### src/rtl/sensor_monitor.sv
// Multi-group sensor error monitor: persistence-filtered per-group faults with
// an optional sticky latch, a saturating new-fault counter and first-fault capture.
module sensor_monitor #(
  parameter int unsigned NUM_GROUPS = 4,
  parameter int unsigned PERSIST    = 3,
  parameter int unsigned CNT_W      = 4,
  parameter bit          STICKY     = 1'b1,
  localparam int unsigned IDX_W     = (NUM_GROUPS > 1) ? $clog2(NUM_GROUPS) : 1,
  localparam int unsigned PW        = $clog2(PERSIST + 1)
) (
  input  logic                    clk,
  input  logic                    rst,
  input  logic [4*NUM_GROUPS-1:0] sensors,
  input  logic                    clear,
  output logic [NUM_GROUPS-1:0]   group_fault,
  output logic                    error,
  output logic [CNT_W-1:0]        fault_count,
  output logic [IDX_W-1:0]        first_idx,
  output logic                    first_valid
);

  localparam logic [PW-1:0]    PersistVal = PW'(PERSIST);
  localparam logic [CNT_W-1:0] CntMax     = {CNT_W{1'b1}};

  logic [NUM_GROUPS-1:0]         raw;
  logic [NUM_GROUPS-1:0]         hit;
  logic [NUM_GROUPS-1:0]         new_fault;
  logic                          any_new;
  logic [NUM_GROUPS-1:0][PW-1:0] pcnt_d, pcnt_q;
  logic [NUM_GROUPS-1:0]         fault_d, fault_q;
  logic [CNT_W-1:0]              cnt_d, cnt_q;
  logic [IDX_W-1:0]              first_sel;
  logic [IDX_W-1:0]              first_idx_d, first_idx_q;
  logic                          first_valid_d, first_valid_q;

  // Raw error rule and saturating persistence counter per group.
  always_comb begin
    raw    = '0;
    hit    = '0;
    pcnt_d = '0;
    for (int g = 0; g < NUM_GROUPS; g++) begin
      raw[g] = sensors[4*g] | (sensors[4*g+1] & (sensors[4*g+2] | sensors[4*g+3]));
      if (!raw[g]) begin
        pcnt_d[g] = '0;
      end else if (pcnt_q[g] == PersistVal) begin
        pcnt_d[g] = PersistVal;
      end else begin
        pcnt_d[g] = pcnt_q[g] + 1'b1;
      end
      hit[g] = (pcnt_d[g] == PersistVal);
    end
  end

  assign new_fault = hit & ~fault_q;
  assign any_new   = |new_fault;
  assign fault_d   = STICKY ? (fault_q | hit) : hit;

  // Descending scan so the lowest faulting index is the one that sticks.
  always_comb begin
    first_sel = '0;
    for (int g = NUM_GROUPS - 1; g >= 0; g--) begin
      if (new_fault[g]) begin
        first_sel = IDX_W'(g);
      end
    end
  end

  always_comb begin
    cnt_d         = cnt_q;
    first_idx_d   = first_idx_q;
    first_valid_d = first_valid_q;
    if (any_new && (cnt_q != CntMax)) begin
      cnt_d = cnt_q + 1'b1;
    end
    if (any_new && !first_valid_q) begin
      first_idx_d   = first_sel;
      first_valid_d = 1'b1;
    end
  end

  // Clear behaves like reset: the sample seen during the clear cycle is dropped.
  always_ff @(posedge clk) begin
    if (rst || clear) begin
      pcnt_q        <= '0;
      fault_q       <= '0;
      cnt_q         <= '0;
      first_idx_q   <= '0;
      first_valid_q <= 1'b0;
    end else begin
      pcnt_q        <= pcnt_d;
      fault_q       <= fault_d;
      cnt_q         <= cnt_d;
      first_idx_q   <= first_idx_d;
      first_valid_q <= first_valid_d;
    end
  end

  assign group_fault = fault_q;
  assign error       = |fault_q;
  assign fault_count = cnt_q;
  assign first_idx   = first_idx_q;
  assign first_valid = first_valid_q;

endmodule

### config.mk
export PLATFORM = sky130hd
export DESIGN_NAME = sensor_monitor
export DESIGN_NICKNAME = d
export VERILOG_FILES = /design/src/rtl/sensor_monitor.sv
export SDC_FILE = /design/constraint.sdc
export NUM_CORES = 1
export LEC_CHECK = 0
export BUFFER_PORTS_ARGS = -buffer_cell sky130_fd_sc_hd__buf_2
export CORE_MARGIN = 2
export CORE_UTILIZATION = 30
export CTS_CLUSTER_DIAMETER = 100
export DETAILED_ROUTE_END_ITERATION = 8
export PLACE_DENSITY_LB_ADDON = 0.25
export SYNTH_ARGS = -nofsm -noshare
export SYNTH_HDL_FRONTEND = slang
export SYNTH_SLANG_ARGS = --single-unit
### constraint.sdc
create_clock -name clk -period 2.58 [get_ports clk]
set_clock_uncertainty 0.2 [all_clocks]
set_input_delay 0.258 -clock clk [delete_from_list [all_inputs] [get_ports clk]]
set_output_delay 0.258 -clock clk [all_outputs]
set_load 0.02 [all_outputs]
### Word level (Yosys, flattened, before mapping)

Index checks and enable logic that the tools add are counted.

| cells by class | value |
|---|---|
| add/sub/neg operators | 5 |
| multiply operators | 0 |
| div/mod/pow operators | 0 |
| order comparisons | 0 |
| equal/unequal tests | 9 |
| shifts and indexed selects | 0 |
| mux-type cells | 12 |
| bitwise gates (word level) | 15 |
| reductions and logical operators | 6 |

Operators with widths:

| kind | count |
|---|---|
| $mux W2 | 12 |
| $eq A2 B2 Y1 const B | 8 |
| $add A2 B1 Y2 const B | 4 |
| $or A1 B1 Y1 | 8 |
| $reduce_or A4 Y1 | 2 |
| $add A4 B1 Y4 const B | 1 |
| $and A1 B1 Y1 | 4 |
| $and A4 B4 Y4 | 1 |
| $ne A4 B4 Y1 const B | 1 |
| $not A4 Y4 | 1 |
| $or A4 B4 Y4 | 1 |
| $logic_and A1 B1 Y1 | 2 |
| $logic_not A1 Y1 | 1 |
| $logic_or A1 B1 Y1 | 1 |

| word-level totals | value |
|---|---|
| bits in registers | 19 |
| latch bits | 0 |
| memory bits (writable) | 0 |
| bits in read-only memories | 0 |
| output and inout port bits | 12 |
| memories | 0 |

### Logic depth before layout (Yosys ltp)

Gate-level depths: netlist of the first run.

| logic depth | value |
|---|---|
| word-level depth | 10 |
| mapped depth | 5 |
| gate-level depth less buffers | 5 |

### Worst setup path after synthesis of the first run

OpenSTA, ideal clock, no wires.

| timing | value |
|---|---|
| path kind | in2reg |
| from | input port sensors[7] |
| to | register first_idx_q[0] (netlist: first_idx[0]) |
| setup time | 119 ps |
| arrival | 1206 ps |
| slack | 1055 ps |
| cell stages on the path | 5 |
| cells stage by stage | o21a_2 o21ai_4 nor2_1 o32a_1 o221a_1 |

| on the way | value |
|---|---|
| longest elaborated chain between the ends | 8 |

Ends and longest elaborated chain:

| element | line | RTL |
|---|---|---|
| start: declaration | 13 | `input logic [4*NUM_GROUPS-1:0] sensors,` |
| $or A1 B1 Y1 (*) | 42 | `raw[g] = sensors[4*g] \| (sensors[4*g+1] & (sensors[4*g+2] \| sensors[4*g+3]));` |
| $and A1 B1 Y1 (*) | 42 |  |
| $or A1 B1 Y1 (*) | 42 |  |
| $mux W2 (*) | 43 | `if (!raw[g]) begin` |
| $eq A2 B2 Y1 (*) | 50 | `hit[g] = (pcnt_d[g] == PersistVal);` |
| $and A4 B4 Y4 (*) | 54 | `assign new_fault = hit & ~fault_q;` |
| $mux W2 / $reduce_or A4 Y1 (equally long branches) | 62, 55 |  |
| $mux W2 / $logic_and A1 B1 Y1 (equally long branches) | 62, 75 |  |
| end signal: assignment | 93 | `first_idx_q <= first_idx_d;` |
| end: declaration | 33 | `logic [IDX_W-1:0] first_idx_d, first_idx_q;` |

Mark *: on every way between the ends. The rest lies on a longest branch, timed or not.
A chain may end at the register's enable or synchronous reset.

### Final worst setup path of the first run

| timing | value |
|---|---|
| from | register pcnt_q[1] in the netlist's numbering |
| to | register cnt_q[1] (netlist: fault_count[1]) |

| on the way | value |
|---|---|
| longest elaborated chain between the ends | 7 |

Ends and longest elaborated chain:

| element | line | RTL |
|---|---|---|
| start: declaration | 29 | `logic [NUM_GROUPS-1:0][PW-1:0] pcnt_d, pcnt_q;` |
| start signal: assignment | 90 | `pcnt_q <= pcnt_d;` |
| $add A2 B1 Y2 / $eq A2 B2 Y1 (equally long branches) | 48, 45 |  |
| $mux W2 (*) | 45 | `end else if (pcnt_q[g] == PersistVal) begin` |
| $mux W2 (*) | 43 |  |
| $eq A2 B2 Y1 (*) | 50 |  |
| $and A4 B4 Y4 (*) | 54 |  |
| $reduce_or A4 Y1 (*) | 55 | `assign any_new = \|new_fault;` |
| $logic_and A1 B1 Y1 (*) | 72 | `if (any_new && (cnt_q != CntMax)) begin` |
| end signal: assignment | 92 | `cnt_q <= cnt_d;` |
| end: declaration | 31 | `logic [CNT_W-1:0] cnt_d, cnt_q;` |

Marks and branches as above.

==> run summary, run 1 <==
Clock-pin slew was measured on the worst setup and hold paths at 110 ps. The initial utilization of the core area, before any placement, comes to 30.8%. The analysis attributes to cell leakage a power of 0.000458 uW. At the worst endpoint, the arrival time is 1620 ps. The simple-gate share of the synthesized area is 16.0%, and the peak per-stage delay on the critical path is 410 ps.

For this run, the number of Yosys warnings is 0. Buffering stage count on the worst path with inverters included: 0. The most common cell after layout, fill and taps aside is sky130_fd_sc_hd__buf_2. The run gives 0.472 mV as the largest vdd supply drop. At the end of routability-driven placement, the weighted congestion stood at 0.647.

For the pin with the worst max-slew slack, the measured transition is 475 ps. Data on the critical path is required at its endpoint by 2620 ps. The number of failing hold endpoints at the final stage was 0. The worst min-delay path startpoint is rst. The critical path goes through o21ai_4 > o22a_1 > a32oi_1 > mux2i_1. Along the worst hold path, the cell count comes to 3.

Setup violations remaining at the end of the flow were counted as 0. The worst register-to-register path ends at fault_count[1]$_SDFFE_PP0P_. Dividing the detail-routed wire length by the instance count gives 12.0 um. The number of hold-repair buffers added at the cts stage was 0. The number of cells on the worst reg-to-reg path was 4. The layout overhead on the synthesized area works out to 25.5%. The clock root buffer master was sky130_fd_sc_hd__clkbuf_4. Main combinational cell family by area after synthesis: compound AO/OA/AOI/OAI gates.

Setup repair after global routing left no endpoint under its margin. The destination of the worst hold path was fault_count[0]$_SDFFE_PP0P_. Counting every instance in the synthesized netlist gives 88.

Synthesis produced a netlist with a net count of 108. The run gives 1 as the maximum level of the CTS H-tree. At the later pin of the worst-skew pair, clock insertion delay measures 300 ps. The placed instances occupy a cell area of 1020 um2. Detailed placement ended at an HPWL of 1.45 mm. The min-delay analysis places its worst path in the category input pin to flop. Kind of cell adding the most delay to the critical path: compound AO/OA/AOI/OAI gates. Via count of the first global-routing pass: 715.

Unique cell type count in the Yosys netlist: 29. The post-placement cell count was 148; the initial antenna violation count was 0. Of all nets on the critical path, the largest fanout is 5. The tools report the antenna violation net count after detailed routing as 0. Cells with a size suffix above 1 make up 37.2% of the layout.

After synthesis the netlist holds a flip-flop and latch count of 19. The number of antenna diodes in the final layout is 0. Per-instance average area after synthesis: 9.48 um2.

The core region is 2710 um2. Clock tree synthesis inserted a total of 3 buffers. The first routing iteration left 24 violations.

Of the total synthesized cell area, the portion taken by full adders, half adders and majority gates is 1.50%. The routed layout has 756 vias. Setup total negative slack on the finished layout was measured at 0 ps. The completed layout was analyzed and its total power is 514 uW. The run gives 380 um2 as the sequential standard cell area. The fraction of the mapped netlist area in compound gates works out to 30.9%.

The die covers 3220 um2. Summing all multi-input logic gate instances after layout gives 424 um2. The final layout contains 142 nets. The fraction of synthesized area in multiplexers came out at 2.40%. In this run the critical register-to-register path is launched from pcnt_q[1]$_SDFF_PP0_.

The number of resized instances in the post-cts repair step was 0; the leftover overflow at the end of global routing was 0. The run gives 31 as the top-level I/O count. The cell type of the slowest stage on the worst timing path was sky130_fd_sc_hd__dfxtp_1.

STA classifies the critical path startpoint as a flop. Among all flip-flop cells after synthesis, the most frequent one is sky130_fd_sc_hd__dfxtp_1. Count of filler cells inserted in the layout: 291. The final cell count without fillers came out at 152. The time the final worst path needs with I/O delays and setup is 1590 ps. The logs give 19 for the row count and 990 ps for the register-to-register path setup slack. The mapped netlist covers 835 um2. Across the run, the number of max-cap violations was 0. For this block, the routed nets add up to 1.82 mm of wire.

The share of synthesized registers carrying an async set or reset came out at 0%. The library cells used most frequently in the layout, excluding fill and tap cells, are sky130_fd_sc_hd__buf_2, sky130_fd_sc_hd__dfxtp_1, sky130_fd_sc_hd__nor2_1. The total of buffers placed on input and output ports was 30; the fraction of the cycle the final worst path needs was 61.5%.

Counting along the longest clock path gives a buffer depth of 2. Timing would allow up to 631 MHz. The overall track demand over capacity in global routing is 11.8%, and the final-report max-slew violation count is 0. The number of detailed-route iterations in the first pass came out at 4. The tools report the sequential-to-total area share from yosys stat as 45.6%. The vertical die dimension is 56.7 um. Entering global routing, the biggest net connects 13 pins. The number of setup buffers added after CTS is 0.

In this run, synthesis inferred 0 flip-flops with an integrated enable. Hold timing on the final database bottoms out at a slack of 42.2 ps. The number of sinks driven by the clock tree was 19; the share of the synthesized netlist area taken by xor and xnor gates was 0%. The floorplan step set the die width to 56.7 um. The type of destination of the critical path is a flop. In the routed design, unresolved DRC markers number 0. The first global-routing pass estimated 2.99 mm of wire. TritonCTS built the clock tree. The flow ran to the end, and the final reports show no timing, DRC or antenna violations. Dividing the detail-routed via count by the number of cells gives 4.97. The start-to-end type of the worst setup path was flop to flop. Summing all non-filler instances in the final layout gives an area of 1050 um2. In this run the tightest slew margin relative to its limit is 68.2%.

The power density over cell area works out to 490 nW/um2.
## cell families after synthesis
kind of cell / count (synthesis)
AND/OR/NAND/NOR: 29
buffers and inverters: 8
adder cells (fa/ha/maj): 1
flip-flops: 19
AO/OA/AOI/OAI: 29
multiplexers: 2
## cell usage after synthesis (2+ instances only)
| master | count | area share (%) |
|---|---|---|
| sky130_fd_sc_hd__o21ai_4 | 3 | 5.8 |
| sky130_fd_sc_hd__nor2_1 | 12 | 5.4 |
| sky130_fd_sc_hd__inv_1 | 7 | 3.1 |
| sky130_fd_sc_hd__a21oi_1 | 7 | 4.2 |
| sky130_fd_sc_hd__o21a_2 | 4 | 4.2 |
| sky130_fd_sc_hd__mux2i_1 | 2 | 2.4 |
| sky130_fd_sc_hd__o21ai_0 | 2 | 1.2 |
| sky130_fd_sc_hd__o22ai_1 | 2 | 1.5 |
| sky130_fd_sc_hd__nor3_1 | 7 | 4.2 |
| sky130_fd_sc_hd__nand2_1 | 3 | 1.3 |
| sky130_fd_sc_hd__dfxtp_1 | 19 | 46 |
| sky130_fd_sc_hd__nor2b_1 | 3 | 2.2 |
## worst register-to-register path, delay by kind of cell (launching register included)
| family | cells | cell delay [ps] |
|---|---|---|
| compound gates | 3 | 690 |
| mux | 1 | 220 |
| flops | 1 | 410 |
## report_power, final
group | leakage (uW) | total, uW | switching, uW | internal [uW]
clock network | 0.0000177 | 152 | 93.8 | 57.8
logic | 0.000287 | 56.7 | 30.1 | 26.6
registers | 0.000154 | 305 | 5.17 | 300
## per-stage QoR
stage	setup slack, ps	utilization (%)
after floorplan	1050	-
after global placement	933	37.6
after detailed placement	911	37.6
after CTS	991	38.6
after global routing	886	38.6
final	994	38.6
## flip-flops by register name, indices dropped and copies added, names as in the netlist
register,cells
first_valid,1
first_idx,2
group_fault,4
fault_count,4
pcnt_q,8
## final cells by class
cell class | instances | area share, %
inverter | 7 | 2.51
clock buffer | 3 | 2.15
tap | 31 | 3.70
clock inverter | 1 | 0.478
timing repair buffer | 30 | 14.3
multi-input combinational | 61 | 40.5
sequential | 19 | 36.3
## how the worst max path moves through the flow
stage	startpoint	endpoint	slack, ps	cells past startpoint
6_report	pcnt_q[1]$_SDFF_PP0_	fault_count[1]$_SDFFE_PP0P_	990	4
5_1_grt	pcnt_q[1]$_SDFF_PP0_	fault_count[0]$_SDFFE_PP0P_	890	4
4_1_cts	pcnt_q[1]$_SDFF_PP0_	fault_count[0]$_SDFFE_PP0P_	990	4
3_5_place_dp	sensors[7]	first_idx[0]$_SDFFE_PP0P_	910	6
3_3_place_gp	sensors[7]	first_idx[0]$_SDFFE_PP0P_	930	6
2_1_floorplan	sensors[7]	first_idx[0]$_SDFFE_PP0P_	1050	5
## routing by layer
metal | track usage [%] | share of wire, % | wire, um
met4 | 0.997 | 0 | 0
met1 | 13.9 | 44 | 802
met5 | 0 | 0 | 0
met2 | 20.4 | 48 | 884
met3 | 5.53 | 7.5 | 136
(Power assumes the default switching activity.)
==> run 2, diff against run 1 <==
Clock period 2.58 ns to 1.37 ns, I/O delays scaled along.
==> run summary, run 2 (synthesis gave the netlist of run 1 again) <==
The flow ran to the end, but the final reports show violations. The checks that failed: hold timing, setup timing. The run gives 1 (unchanged) as the maximum level of the CTS H-tree. The logs give 0 (unchanged) for the count of unresolved DRC violations after routing and 19 (unchanged) for the number of sinks driven by the clock tree. The post-DP HPWL is 1.54 mm (+6.1%). The power density over cell area works out to 750 nW/um2 (+53%).

For the number of buffers inserted during clock tree synthesis, the log shows 3 (unchanged). The clock latency reported for the late side of the worst-skew pair is 290 ps (about the same), and the total detailed-routing wirelength is 2.09 mm (+15%). The worst hold path belongs to the class input pin to flop. Final cell count without fillers: 176 (+16%). The run gives 0.000593 uW (+29%) as the leakage power figure. The register with the most flip-flops in the final layout is pcnt_q.

The logs give 299 (+2.7%) for the count of filler cells inserted in the layout and 0 (unchanged) for the initial antenna violation count. The post-placement cell count is 164 (+11%). The fraction of final layout cells with drive strength greater than 1 is 53.1% (+16 points), and the count of endpoints failing setup in the final report is 4 (+4). The row count is 19 (unchanged), and the antenna violation net count after detailed routing is 0 (unchanged). The weighted congestion at the end of routability-driven global placement is 0.694 (+7.1%), and the vertical die dimension is 56.7 um (unchanged). The max-capacitance violation count was 0 (unchanged); the highest clock rate was 673 MHz (+6.7%).

The busiest metal layer after global routing is met2. The number of flip-flops in the largest register is 8 (unchanged). TritonCTS built the clock tree. The met3 usage came out at 2.76% (-2.8 points).

Setup repair after global routing could not meet its margin everywhere. The run gives -170 ps (-1080 ps) as the post-placement setup slack. On the critical path, the stage with the largest delay is an instance of sky130_fd_sc_hd__a2111o_1. The via count of the routed design was 855 (+13%); the time the final worst path needs with I/O delays and setup was 1490 ps (-99.4 ps). The number of failing hold endpoints at the final stage is 2 (+2). The biggest fanout along the worst timing path came out at 5 (unchanged). The overall track demand over capacity in global routing was 13.2% (+1.4 points); the area of the core region was 2710 um2 (unchanged). The worst setup path is captured at a flop. The type of element launching the critical path is a flop. The width of the die works out to 56.7 um (unchanged).

Among cell families on the critical path, the largest total delay comes from compound AO/OA/AOI/OAI gates. The initial core utilization is 30.8% (unchanged). The critical path goes through o21ai_2 > o22a_4 > a2111o_1 > o211a_1. The largest vdd supply drop came out at 0.561 mV (+19%). The setup path with the least slack is of type flop to flop. The logs give 22.6% (+2.2 points) for the met2 global-route usage and -6.22 ps (-48.4 ps) for the minimum hold slack.

The run gives 166 (+17%) as the post-layout net count. Leaving out fill and tap cells, the most frequent cells in the layout are sky130_fd_sc_hd__buf_2, sky130_fd_sc_hd__buf_4, sky130_fd_sc_hd__nor2_1, sky130_fd_sc_hd__dfxtp_1, sky130_fd_sc_hd__dfxtp_2. The run gives 0 (unchanged) as the diode insertion count for antenna repair.

The finished layout cell area is 1330 um2 (+27%), and the clock slew seen by the registers of the worst setup and hold paths is 100 ps (about the same). The actual slew at the worst max-slew pin came out at 255 ps (-220 ps). The top-level I/O count was 31 (unchanged); the peak per-stage delay on the critical path was 400 ps (about the same). The logs give -117 ps (-1110 ps) for the setup slack after layout and 7 (-71%) for the number of DRC markers after the initial detailed-route iteration. The global-route wire length before repair is 3.39 mm (+13%). The area of the die is 3220 um2 (unchanged), and the data arrival time of the worst path is 1480 ps (-140 ps).

The tools report the leftover overflow at the end of global routing as 0 (unchanged). The placed standard-cell area is 1150 um2 (+13%). Relative to the synthesized area, the layout overhead comes to 59.4%. The routing usage on met1 is 16.6% (+2.8 points), and the total of buffers placed on input and output ports is 30 (unchanged).

The most common cell after layout, fill and taps aside is sky130_fd_sc_hd__buf_2. The buffering stage count on the worst path with inverters included is 0 (unchanged), and the number of detailed-route iterations in the first pass is 4 (unchanged). The deepest clock path buffer count is 2 (unchanged). The tree is rooted in a sky130_fd_sc_hd__clkbuf_4.

The remaining max-slew budget at the tightest pin was 83.0% (+15 points). The fraction of the cycle the final worst path needs came out at 109% (+47 points). The via count of the first global-routing pass is 811 (+13%), and the post-detailed-route wirelength per cell is 11.9 um (-0.89%).

The run gives 13 (unchanged) as the largest net degree at the start of global routing. For the final-report max-slew violation count, the log shows 0 (unchanged). The per-cell via count in the routed design came out at 4.86 (-2.3%).

The tools report the required time of the critical path as 1360 ps (-1260 ps).
[run 2: cell types whose count changed in the layout (fill, tap and decap cells not counted), sizes merged]
| cell | delta |
|---|---|
| buf | +18 |
| clkinv | -1 |
| dlygate4sd3 | +6 |
| clkbuf | +1 |
[run 2: tightest hold or removal path: cells and delay by family]
family	cells	cell delay [ps]
AO/OA/AOI/OAI	2	210
buffers and inverters	1	100
[run 2: per-layer routing]
layer / vias to the layer above / part of all wire (%)
li1: 438 / -
met1: 398 / 42
met2: 15 / 53
met4: 0 / 1.3
met3: 4 / 3.5
met5: - / 0
[run 2: layout make-up]
type | instances | area (um2) | share of cell area, %
Clock buffer | 4 | 26.3 | 1.98
Inverter | 7 | 26.3 | 1.98
Multi-Input combinational cell | 61 | 475 | 35.7
Sequential cell | 19 | 390 | 29.4
Tap cell | 31 | 38.8 | 2.92
Timing Repair Buffer | 54 | 373 | 28.0
[run 2: path summary, 6_finish.rpt]
kind / depth (start not counted) / slack [ps] / end / startpoint
worst min register to register: 1 / 250 / pcnt_q[6]$_SDFF_PP0_ / pcnt_q[6]$_SDFF_PP0_
worst max register to register: 4 / -120 / fault_count[3]$_SDFFE_PP0P_ / pcnt_q[7]$_SDFF_PP0_
worst max-delay path: 4 / -120 / fault_count[3]$_SDFFE_PP0P_ / pcnt_q[7]$_SDFF_PP0_
worst min-delay path: 3 / -6 / group_fault[3]$_SDFF_PP0_ / sensors[12]
[run 2: metrics by stage]
stage / power, uW / setup TNS, ps / util, %
6_report: 997 / -314 / 49.1
5_1_grt: 1050 / -557 / 49.1
4_1_cts: 1010 / -413 / 47.0
3_5_place_dp: 710 / -951 / 42.6
3_3_place_gp: 706 / -825 / 42.6
2_1_floorplan: 651 / -114 / -
[run 2: what timing repair did]
item                                    CTS  global route
endpoints found under the setup margin    8             7
hold buffers                              6             0
endpoints found under the hold margin     9             0
resized for setup                         8            10
pin swaps                                 4             1
setup buffers                             1             1
[run 2: power breakdown]
part | internal, uW | total, uW | switching (uW)
logic | 79.9 | 146 | 66.1
clock network | 113 | 277 | 163
registers | 566 | 574 | 8.78
total | 759 | 997 | 238
==> run 3, diff against run 2 <==
--- a/config.mk
+++ b/config.mk
@@ -8,2 +8,3 @@
 export BUFFER_PORTS_ARGS = -buffer_cell sky130_fd_sc_hd__buf_2
+export CAP_MARGIN = 30
 export CORE_MARGIN = 2
--- a/constraint.sdc
+++ b/constraint.sdc
@@ -4,2 +4,2 @@
 set_output_delay 0.137 -clock clk [all_outputs]
-set_load 0.02 [all_outputs]
+set_load 0.1 [all_outputs]
==> run summary, run 3 (synthesis gave the netlist of run 1 again) <==
Ranked by flip-flop count, first place goes to pcnt_q. The maximum level of the CTS H-tree was 1 (unchanged); the post-layout net count was 174 (+4.8%). The logs give -12.0 ps (-5.73 ps) for the minimum hold slack and 0 (unchanged) for the max-capacitance violation count.

The final reports fail on hold timing, setup timing. For the number of failing hold endpoints at the final stage, the log shows 3 (+1). The path class of the tightest hold or removal check is input pin to flop.

For the number of sinks driven by the clock tree, the log shows 19 (unchanged). The width of the die was 56.7 um (unchanged); the count of endpoints failing setup in the final report was 9 (+5). The clock slew seen by the registers of the worst setup and hold paths is 100 ps (about the same). The logs give 14.6% (+1.4 points) for the overall track demand over capacity in global routing and 2.18 mm (+4.2%) for the total detailed-routing wirelength. Clock latency reported for the late side of the worst-skew pair: 290 ps (about the same). The run gives -178 ps (-61.9 ps) as the setup slack after layout. The deepest clock path buffer count is 2 (unchanged), and the buffering stage count on the worst path with inverters included is 1 (+1). The via count of the routed design was 904 (+5.7%).

The worst setup path is launched from a flop. The per-cell via count in the routed design works out to 4.91 (+1.1%). The vertical die dimension works out to 56.7 um (unchanged). The antenna violation net count after detailed routing was 0 (unchanged). The post-placement cell count came out at 162 (-1.2%).

The tools report the leftover overflow at the end of global routing as 0 (unchanged). The signal on the critical path passes through buf_6 > o22a_4 > a2111o_1 > o211a_1. For the area of the die, the log shows 3220 um2 (unchanged). Setup repair after global routing could not meet its margin everywhere. The data arrival time of the worst path is 1540 ps (+60 ps).

The type of destination of the critical path is a flop. For the row count, the log shows 19 (unchanged). The tools report the remaining max-slew budget at the tightest pin as 82.1% (-0.92 points). The logs give 0.000658 uW (+11%) for the leakage power figure and -171 ps (-0.979 ps) for the post-placement setup slack. The post-DP HPWL came out at 1.52 mm (-0.98%). Leaving out fill and tap cells, the most frequent cells in the layout are sky130_fd_sc_hd__buf_4, sky130_fd_sc_hd__buf_2, sky130_fd_sc_hd__buf_12. The run gives 1030 uW (+3.1%) as the sum of internal, switching and leakage power.

The highest clock rate was 646 MHz (-4.0%); the via count of the first global-routing pass was 900 (+11%). The weighted congestion at the end of routability-driven global placement is 0.749 (+8.0%), and the peak per-stage delay on the critical path is 420 ps (+20 ps). The count of unresolved DRC violations after routing came out at 0 (unchanged). TritonCTS built the clock tree. Actual slew at the worst max-slew pin: 269 ps (+13.7 ps). The time the final worst path needs with I/O delays and setup is 1550 ps (+61.9 ps), and the final-report max-slew violation count is 0 (unchanged). The most common cell after layout, fill and taps aside is sky130_fd_sc_hd__buf_4.

The top-level I/O count was 31 (unchanged); the number of detailed-route iterations in the first pass was 4 (unchanged). The total of buffers placed on input and output ports is 30 (unchanged), and the initial core utilization is 30.8% (unchanged). The post-detailed-route wirelength per cell is 11.8 um (-0.32%). The tools report the area of the core region as 2710 um2 (unchanged).

Number of buffers inserted during clock tree synthesis: 3 (unchanged). The tools report the largest net degree at the start of global routing as 13 (unchanged). The final cell count without fillers was 184 (+4.5%). From synthesis to final layout, the design area changed by 88.9%. Kind of cell adding the most delay to the critical path: compound AO/OA/AOI/OAI gates.

The diode insertion count for antenna repair is 0 (unchanged). The critical path is of the flop to flop type. The number of DRC markers after the initial detailed-route iteration was 9 (+2). The power density over cell area was 652 nW/um2 (-13%); the fraction of final layout cells with drive strength greater than 1 was 63.4% (+10 points).

The number of flip-flops in the largest register was 8 (unchanged); the fraction of the cycle the final worst path needs was 113% (+4.5 points). The cell type of the slowest stage on the worst timing path is sky130_fd_sc_hd__a2111o_1. The global-route wire length before repair is 3.69 mm (+8.8%), and the largest vdd supply drop is 0.427 mV (-24%). Required time of the critical path: 1360 ps (about the same). The initial antenna violation count was 0 (unchanged).

The cell sitting at the root of the clock tree is a sky130_fd_sc_hd__clkbuf_4. The biggest fanout along the worst timing path was 4 (-1). The run finished, with violations left.
==> run 3: cell count changes in the layout (fill, tap and decap cells not counted), moves of 5 or more <==
cell                      delta
sky130_fd_sc_hd__buf_2      -10
sky130_fd_sc_hd__dfxtp_4     +7
sky130_fd_sc_hd__buf_12     +12
sky130_fd_sc_hd__buf_4       +5
sky130_fd_sc_hd__dfxtp_1     -7
==> run 3: worst paths after layout <==
path	startpoint	to	slack [ps]	depth (start not counted)
hold reg to reg	pcnt_q[6]$_SDFF_PP0_	pcnt_q[6]$_SDFF_PP0_	240	1
setup reg to reg	group_fault[1]$_SDFF_PP0_	fault_count[3]$_SDFFE_PP0P_	-180	4
setup / recovery	group_fault[1]$_SDFF_PP0_	fault_count[3]$_SDFFE_PP0P_	-180	4
hold / removal	sensors[12]	group_fault[3]$_SDFF_PP0_	-10	3
==> run 3: metrics by stage <==
step	hold WS (ps)	cell area (um2)	util [%]	TNS, ps
3_3_place_gp	213	1350	49.7	-630
5_1_grt	6.38	1580	58.2	-1140
4_1_cts	0.232	1530	56.5	-579
3_5_place_dp	222	1350	49.7	-710
2_1_floorplan	106	876	-	-750
6_report	-12.0	1580	58.2	-713
==> run 3: metal layers <==
layer | routed length (um) | vias up | track usage [%]
li1 | - | 456 | -
met1 | 840 | 412 | 16.5
met2 | 1160 | 28 | 25.9
met3 | 92 | 8 | 2.07
met4 | 86 | 0 | 7.97
met5 | 0 | - | 0
==> run 3: worst min-delay path: cells and delay by family <==
kind            cells  cell delay, ps
compound gates      2             210
buf+inv             1              90
==> run 3: where the power goes <==
group	leakage [uW]	total (uW)	switching, uW	internal [uW]
clock	0.0000150	278	165	113
sequential	0.000164	563	10.2	553
combinational	0.000480	186	94.4	91.9
total	0.000658	1030	270	758
==> run 3: what timing repair did <==
item / in CTS / in global routing
hold buffers: 4 / 0
buffers inserted: 10 / 4
endpoints found under the setup margin: 7 / 9
pin swaps: 5 / 2
endpoints found under the hold margin: 3 / 0
gates resized for setup: 15 / 5
==> run 3: final cells by class <==
class                   instances  area [um2]
fillers                       244        1130
clock buffers                   4        26.3
multi-input cells              61         452
inverters                       7        28.8
well taps                      31        38.8
flip-flops and latches         19         417
repair buffers                 62         614
